$ cat config.mk
export PLATFORM = sky130hd
export DESIGN_NAME = instr_fetch_unit_flat
export DESIGN_NICKNAME = d
export VERILOG_FILES = /design/src/rtl/instr_fetch_unit_if.sv /design/src/rtl/instr_fetch_unit.sv /design/src/flat_wrapper.sv
export SDC_FILE = /design/constraint.sdc
export NUM_CORES = 1
export LEC_CHECK = 0
export ABC_CLOCK_PERIOD_IN_PS = 5200
export CAP_MARGIN = 20
export CORE_ASPECT_RATIO = 0.7
export CORE_MARGIN = 2
export CORE_UTILIZATION = 30
export CTS_CLUSTER_SIZE = 16
export DETAILED_ROUTE_END_ITERATION = 8
export GPL_TIMING_DRIVEN = 0
export PLACE_DENSITY = 0.59
export SETUP_SLACK_MARGIN = 0.4
export SLEW_MARGIN = 20
export SYNTH_ARGS = -nofsm -noshare
export SYNTH_HDL_FRONTEND = slang
export SYNTH_SLANG_ARGS = --single-unit
$ cat constraint.sdc
create_clock -name clk -period 5.2 [get_ports clk]
set_input_delay 0.52 -clock clk [delete_from_list [all_inputs] [get_ports clk]]
set_output_delay 0.52 -clock clk [all_outputs]
set_load 0.01 [all_outputs]
$ cat src/rtl/instr_fetch_unit_if.sv
// Fetch-unit bus: instruction-memory handshake, decode hold/valid handshake,
// and the controller's next-PC inputs.
interface instr_fetch_unit_if;
    logic        imem_req;
    logic [31:0] imem_addr;
    logic        imem_ack;
    logic [31:0] imem_rdata;
    logic [31:0] instr;
    logic        instr_valid;
    logic        dec_ready;
    logic        branch;
    logic        j;
    logic        alu_zero;
    logic [31:0] pc;
    logic [31:0] link_addr;
    logic        fetch_err;

    // Fetch unit side
    modport master (
        output imem_req, imem_addr, instr, instr_valid, pc, link_addr, fetch_err,
        input  imem_ack, imem_rdata, dec_ready, branch, j, alu_zero
    );

    // Memory / decode / controller side
    modport slave (
        input  imem_req, imem_addr, instr, instr_valid, pc, link_addr, fetch_err,
        output imem_ack, imem_rdata, dec_ready, branch, j, alu_zero
    );
endinterface

$ cat src/rtl/instr_fetch_unit.sv
// Instruction fetch and PC sequencer: fetches the word at pc, holds it for
// decode, then steps pc by sequential / branch / jump rules on accept.
module instr_fetch_unit #(
    parameter logic [31:0] RESET_PC = 32'h0000_0000,
    parameter int          TIMEOUT  = 16
) (
    input  logic               clk,
    input  logic               rst,
    instr_fetch_unit_if.master bus
);
    typedef enum logic [1:0] {IDLE, FETCH, HOLD} state_t;

    state_t      state_q, state_d;
    logic [7:0]  cnt_q, cnt_d;
    logic [31:0] pc_q, pc_d;
    logic [31:0] instr_q, instr_d;
    logic        valid_q, valid_d;
    logic        err_q, err_d;

    logic [31:0] pc4;
    logic [31:0] br_off;
    logic [31:0] npc;

    // Next-PC select for the held instruction; jump beats a taken branch
    always_comb begin
        pc4    = pc_q + 32'd4;
        br_off = {{14{instr_q[15]}}, instr_q[15:0], 2'b00};
        if (bus.j)
            npc = {pc4[31:28], instr_q[25:0], 2'b00};
        else if (bus.branch && bus.alu_zero)
            npc = pc4 + br_off;
        else
            npc = pc4;
    end

    // Sequencer: IDLE -> FETCH (wait for ack or time out) -> HOLD (wait for decode)
    always_comb begin
        state_d = state_q;
        cnt_d   = cnt_q;
        pc_d    = pc_q;
        instr_d = instr_q;
        valid_d = valid_q;
        err_d   = 1'b0;
        unique case (state_q)
            IDLE: state_d = FETCH;
            FETCH: begin
                // An ack in the final wait cycle still wins over the timeout
                if (bus.imem_ack) begin
                    instr_d = bus.imem_rdata;
                    valid_d = 1'b1;
                    cnt_d   = 8'd0;
                    state_d = HOLD;
                end else if (cnt_q == 8'(TIMEOUT - 1)) begin
                    err_d   = 1'b1;
                    cnt_d   = 8'd0;
                    state_d = IDLE;
                end else begin
                    cnt_d = cnt_q + 8'd1;
                end
            end
            HOLD: begin
                // Controller inputs only matter on the accept cycle
                if (bus.dec_ready) begin
                    pc_d    = npc;
                    valid_d = 1'b0;
                    state_d = FETCH;
                end
            end
            default: state_d = IDLE;
        endcase
    end

    // State registers with asynchronous reset
    always_ff @(posedge clk or posedge rst) begin
        if (rst) begin
            state_q <= IDLE;
            cnt_q   <= 8'd0;
            pc_q    <= RESET_PC;
            instr_q <= 32'd0;
            valid_q <= 1'b0;
            err_q   <= 1'b0;
        end else begin
            state_q <= state_d;
            cnt_q   <= cnt_d;
            pc_q    <= pc_d;
            instr_q <= instr_d;
            valid_q <= valid_d;
            err_q   <= err_d;
        end
    end

    assign bus.imem_req    = (state_q == FETCH);
    assign bus.imem_addr   = pc_q;
    assign bus.pc          = pc_q;
    assign bus.link_addr   = pc_q + 32'd4;
    assign bus.instr       = instr_q;
    assign bus.instr_valid = valid_q;
    assign bus.fetch_err   = err_q;
endmodule

$ cat src/flat_wrapper.sv
// flat-port wrapper written by rule: the top's interface ports become plain ports
module instr_fetch_unit_flat 
#(
    parameter logic [31:0] RESET_PC = 32'h0000_0000,
    parameter int          TIMEOUT  = 16
)
  (clk, rst, bus_imem_req, bus_imem_addr, bus_instr, bus_instr_valid, bus_pc, bus_link_addr, bus_fetch_err, bus_imem_ack, bus_imem_rdata, bus_dec_ready, bus_branch, bus_j, bus_alu_zero);
  instr_fetch_unit_if bus_i ();
  input  logic clk;
  input  logic rst;
  output wire logic [$bits(bus_i.imem_req)-1:0] bus_imem_req;
  output wire logic [$bits(bus_i.imem_addr)-1:0] bus_imem_addr;
  output wire logic [$bits(bus_i.instr)-1:0] bus_instr;
  output wire logic [$bits(bus_i.instr_valid)-1:0] bus_instr_valid;
  output wire logic [$bits(bus_i.pc)-1:0] bus_pc;
  output wire logic [$bits(bus_i.link_addr)-1:0] bus_link_addr;
  output wire logic [$bits(bus_i.fetch_err)-1:0] bus_fetch_err;
  input wire logic [$bits(bus_i.imem_ack)-1:0] bus_imem_ack;
  input wire logic [$bits(bus_i.imem_rdata)-1:0] bus_imem_rdata;
  input wire logic [$bits(bus_i.dec_ready)-1:0] bus_dec_ready;
  input wire logic [$bits(bus_i.branch)-1:0] bus_branch;
  input wire logic [$bits(bus_i.j)-1:0] bus_j;
  input wire logic [$bits(bus_i.alu_zero)-1:0] bus_alu_zero;
  assign bus_imem_req = bus_i.imem_req;
  assign bus_imem_addr = bus_i.imem_addr;
  assign bus_instr = bus_i.instr;
  assign bus_instr_valid = bus_i.instr_valid;
  assign bus_pc = bus_i.pc;
  assign bus_link_addr = bus_i.link_addr;
  assign bus_fetch_err = bus_i.fetch_err;
  assign bus_i.imem_ack = bus_imem_ack;
  assign bus_i.imem_rdata = bus_imem_rdata;
  assign bus_i.dec_ready = bus_dec_ready;
  assign bus_i.branch = bus_branch;
  assign bus_i.j = bus_j;
  assign bus_i.alu_zero = bus_alu_zero;
  instr_fetch_unit #(.RESET_PC(RESET_PC), .TIMEOUT(TIMEOUT)) u_core (.clk(clk), .rst(rst), .bus(bus_i));
endmodule
==> metrics.yaml <==
placement:
  routabilityCongestion: 0.9215
  dp_hpwl_mm: 16.49
  io_buffers: 162
clock_network:
  cts.sinks: 74
  root_buffer: "clkbuf_16"
  hold_buffers: 0
  cts_buffers: 9
  cts_buffer_depth: 2
  htree_levels: 3
  postCtsResizedCells: 0
  postCtsSetupBuffers: 0
  clk_latency_ns: 0.35
  clkTransAtPathRegs_ns: 0.07
  cts_tree: "built"
routing:
  drcViolationCount: 0
  first_pass_iters: 5
  ant_nets: 0
  drt_iter0_drc: 572
  totalWireLength_mm: 21.14
  wire_per_inst_um: 18.66
  vias: 5870
  drt-vias-per-instance: 5.181
floorplan:
  dieArea_um2: 20910
  die_y_um: 121.6
  io_pins: 170
  rows: 42
  start_util_pct: 30.97
  coreArea_um2: 19130
  dieWidth_um: 172.0
timing:
  max_slew_margin_pct: 37.67
  finalCritPeriodShare_pct: 84.62
  period_needed_ns: 4.400
  clock-skew-final_ns: 0.01209
  worst_pin_slew_ns: 0.9349
  setup_viol: 0
  setup_tns_ns: 0
  holdWs_ns: 0.4821
  rsz0062_at_grt: "no"
  max_clock_freq_mhz: 227.3
  hold_viol_final: 0
  maxSlewViolCount: 0
logic_synthesis:
  netlist_instances: 685
  synth-seq-cells: 74
  synth_area_per_cell_um2: 8.649
  synth_edf_count: 0
  ys_types: 71
  ys_seq_area_share_pct: 31.26
  synth_warnings: 0
  async_flop_share_pct: 100.0
  syn_area_um2: 5924
  synthFlopType: "dfrtp_1"
finish:
  nFillCells: 1908
  drive_gt1_share_pct: 10.36
  final_cell_mix: "clkdlybuf4s50_1, nand2_1, dfrtp_1"
  finish.utilization_pct: 43.10
  layout_commonest_cell: "clkdlybuf4s50_1"
  finalNetCount: 941
  antennaDiodeCount: 0
  area_growth_pct: 39.16
power_and_ir_drop:
  leakage_nw: 3.443
  switchingPower_w: 0.002825
  sequentialPowerShare_pct: 21.2
  clkPwrFrac_pct: 11.4
  p_int_w: 0.003205
  p_sw_share_pct: 46.84
  ir_worst_vdd_mv: 0.2418
  combPwrFrac_pct: 67.4
  power.density_nw_per_um2: 731.5
setup_path:
  crit_required_ns: 5.43
  arrival_ns: 4.63
  endpoint_kind: "flop"
  crit_path_start_kind: "flop"
  crit_type: "reg -> reg"
  cp_max_fo: 8
global_route:
  grt_antenna_before_repair: 0
  grt_pass1_wl_mm: 32.00
  grt_pass1_vias: 5358
  grt_max_degree: 53
  grt_overflow: 0
  grt_use_total_pct: 20.47
run_status:
  status: "complete, no violations"
hold_path:
  min_path_type: "in -> async"
run:
  drv_cap: 0
==> worst max-delay path: stages (launching register included) <==
cell and delay [ns]:
dfrtp_1 0.51, and4_1 0.30, and2b_1 0.32, nand4_1 0.33, nor2_1 0.27, nand2_1 0.18, xnor2_1 0.19, ha_1 0.29
clkbuf_2 0.22, nand3_1 0.19, or4_1 0.48, a2111oi_2 0.37, nor4_1 0.16, o21bai_1 0.23, xnor2_1 0.16, o21ai_1 0.08
==> per-stage QoR <==
step | setup WS, ns | total power [W] | cell area (um2) | cells
finish | 0.8000 | 0.006030 | 8244 | 1133
global route | 0.5223 | 0.006481 | 8244 | 1133
CTS | 0.4056 | 0.006003 | 8237 | 1133
detailed placement | 0.4350 | 0.005288 | 7925 | 1117
global placement | 0.4312 | 0.005270 | 7895 | 1116
floorplan | 1.646 | 0.003631 | 5943 | 690
==> state kept, by name (all words and copies together) (netlist names) <==
name	cells
u_core.cnt_q	8
u_core.bus.instr_valid	1
u_core.bus.imem_addr	30
u_core.state_q	2
u_core.bus.fetch_err	1
u_core.bus.instr	32
==> Yosys cell counts (2+ instances only) <==
cell	count	area, um2
a211oi_1	8	60.06
a21o_1	16	120.1
a21oi_1	43	215.2
a221o_1	2	20.02
a221oi_1	4	35.03
a22o_1	2	17.52
a31oi_1	7	43.79
a41o_1	2	20.02
and2_1	5	31.28
and3_1	7	43.79
and4_1	8	70.07
and4b_1	2	20.02
buf_2	2	10.01
buf_4	36	270.3
clkbuf_1	25	93.84
dfrtp_1	74	1852
ha_1	37	462.9
inv_1	14	52.55
mux2_1	12	135.1
mux2_2	21	236.5
mux2i_1	2	20.02
nand2_1	83	311.6
nand2b_1	3	18.77
nand3_1	18	90.09
nand3b_1	3	22.52
nand4_1	11	68.82
nor2_1	53	198.9
nor3_1	8	40.04
nor3b_1	3	22.52
nor4_1	4	25.02
o211ai_1	9	67.56
o21a_1	2	15.01
o21ai_0	42	210.2
o21ai_1	12	60.06
o21bai_1	9	67.56
o221ai_1	2	17.52
o22a_1	3	26.28
o22ai_1	5	31.28
o31ai_1	3	22.52
or3_1	5	31.28
xnor2_1	32	280.3
xor2_1	17	148.9
==> routing by layer <==
metal	global-route usage (%)	wire length, um	up-vias
met3	4.711	2010	21
li1	-	-	2817
met4	4.202	247	0
met5	0	0	-
met2	28.41	8387	255
met1	31.90	10500	2777
==> power groups by stage <==
| stage | logic [W] | registers, W | clock network (W) |
|---|---|---|---|
| 6_report | 0.00406 | 0.00128 | 0.000688 |
| 5_1_grt | 0.00444 | 0.00132 | 0.000719 |
| 4_1_cts | 0.00403 | 0.00127 | 0.000696 |
| 3_5_place_dp | 0.00400 | 0.00128 | 0 |
| 3_3_place_gp | 0.00399 | 0.00128 | 0 |
| 2_1_floorplan | 0.00241 | 0.00122 | 0 |
==> path summary, 6_finish.rpt <==
| path | start | to | slack [ns] | cells past startpoint |
|---|---|---|---|---|
| worst max register to register | u_core.bus.imem_addr[4] | u_core.bus.imem_addr[30] | 0.80 | 15 |
| worst min-delay path | rst | u_core.cnt_q[7] | 0.48 | 2 |
| worst min register to register | u_core.bus.instr[26] | u_core.bus.instr[26] | 0.50 | 1 |
| min in group clk | u_core.bus.instr[26] | u_core.bus.instr[26] | 0.50 | 1 |
| max in group asynchronous | rst | u_core.bus.instr[11] | 4.13 | 3 |
| worst max-delay path | u_core.bus.imem_addr[4] | u_core.bus.imem_addr[30] | 0.80 | 15 |
==> layout make-up <==
| type | count | area [um2] | area share (%) |
|---|---|---|---|
| Multi-Input combinational cell | 539 | 3671 | 44.53 |
| Sequential cell | 74 | 1852 | 22.46 |
| Timing Repair Buffer | 163 | 1649 | 20.00 |
| Buffer | 63 | 375.4 | 4.553 |
| Tap cell | 264 | 330.3 | 4.007 |
| Clock buffer | 10 | 239.0 | 2.899 |
| Clock inverter | 6 | 72.57 | 0.8803 |
| Inverter | 14 | 55.05 | 0.6678 |
==> cell families (layout without fill, tap and decap cells) <==
kind of cell / Yosys count / after routing / synth area share, %
compound gates: 190 / 190 / 21.54
simple gates: 221 / 221 / 17.93
mux: 35 / 35 / 6.610
xor+xnor: 49 / 49 / 7.244
flops: 74 / 74 / 31.26
other cells: 1 / 6 / 0.06330
buf+inv: 77 / 256 / 7.202
fa+ha+maj: 38 / 38 / 8.152
Note: power is estimated with default switching activity, not from simulation.
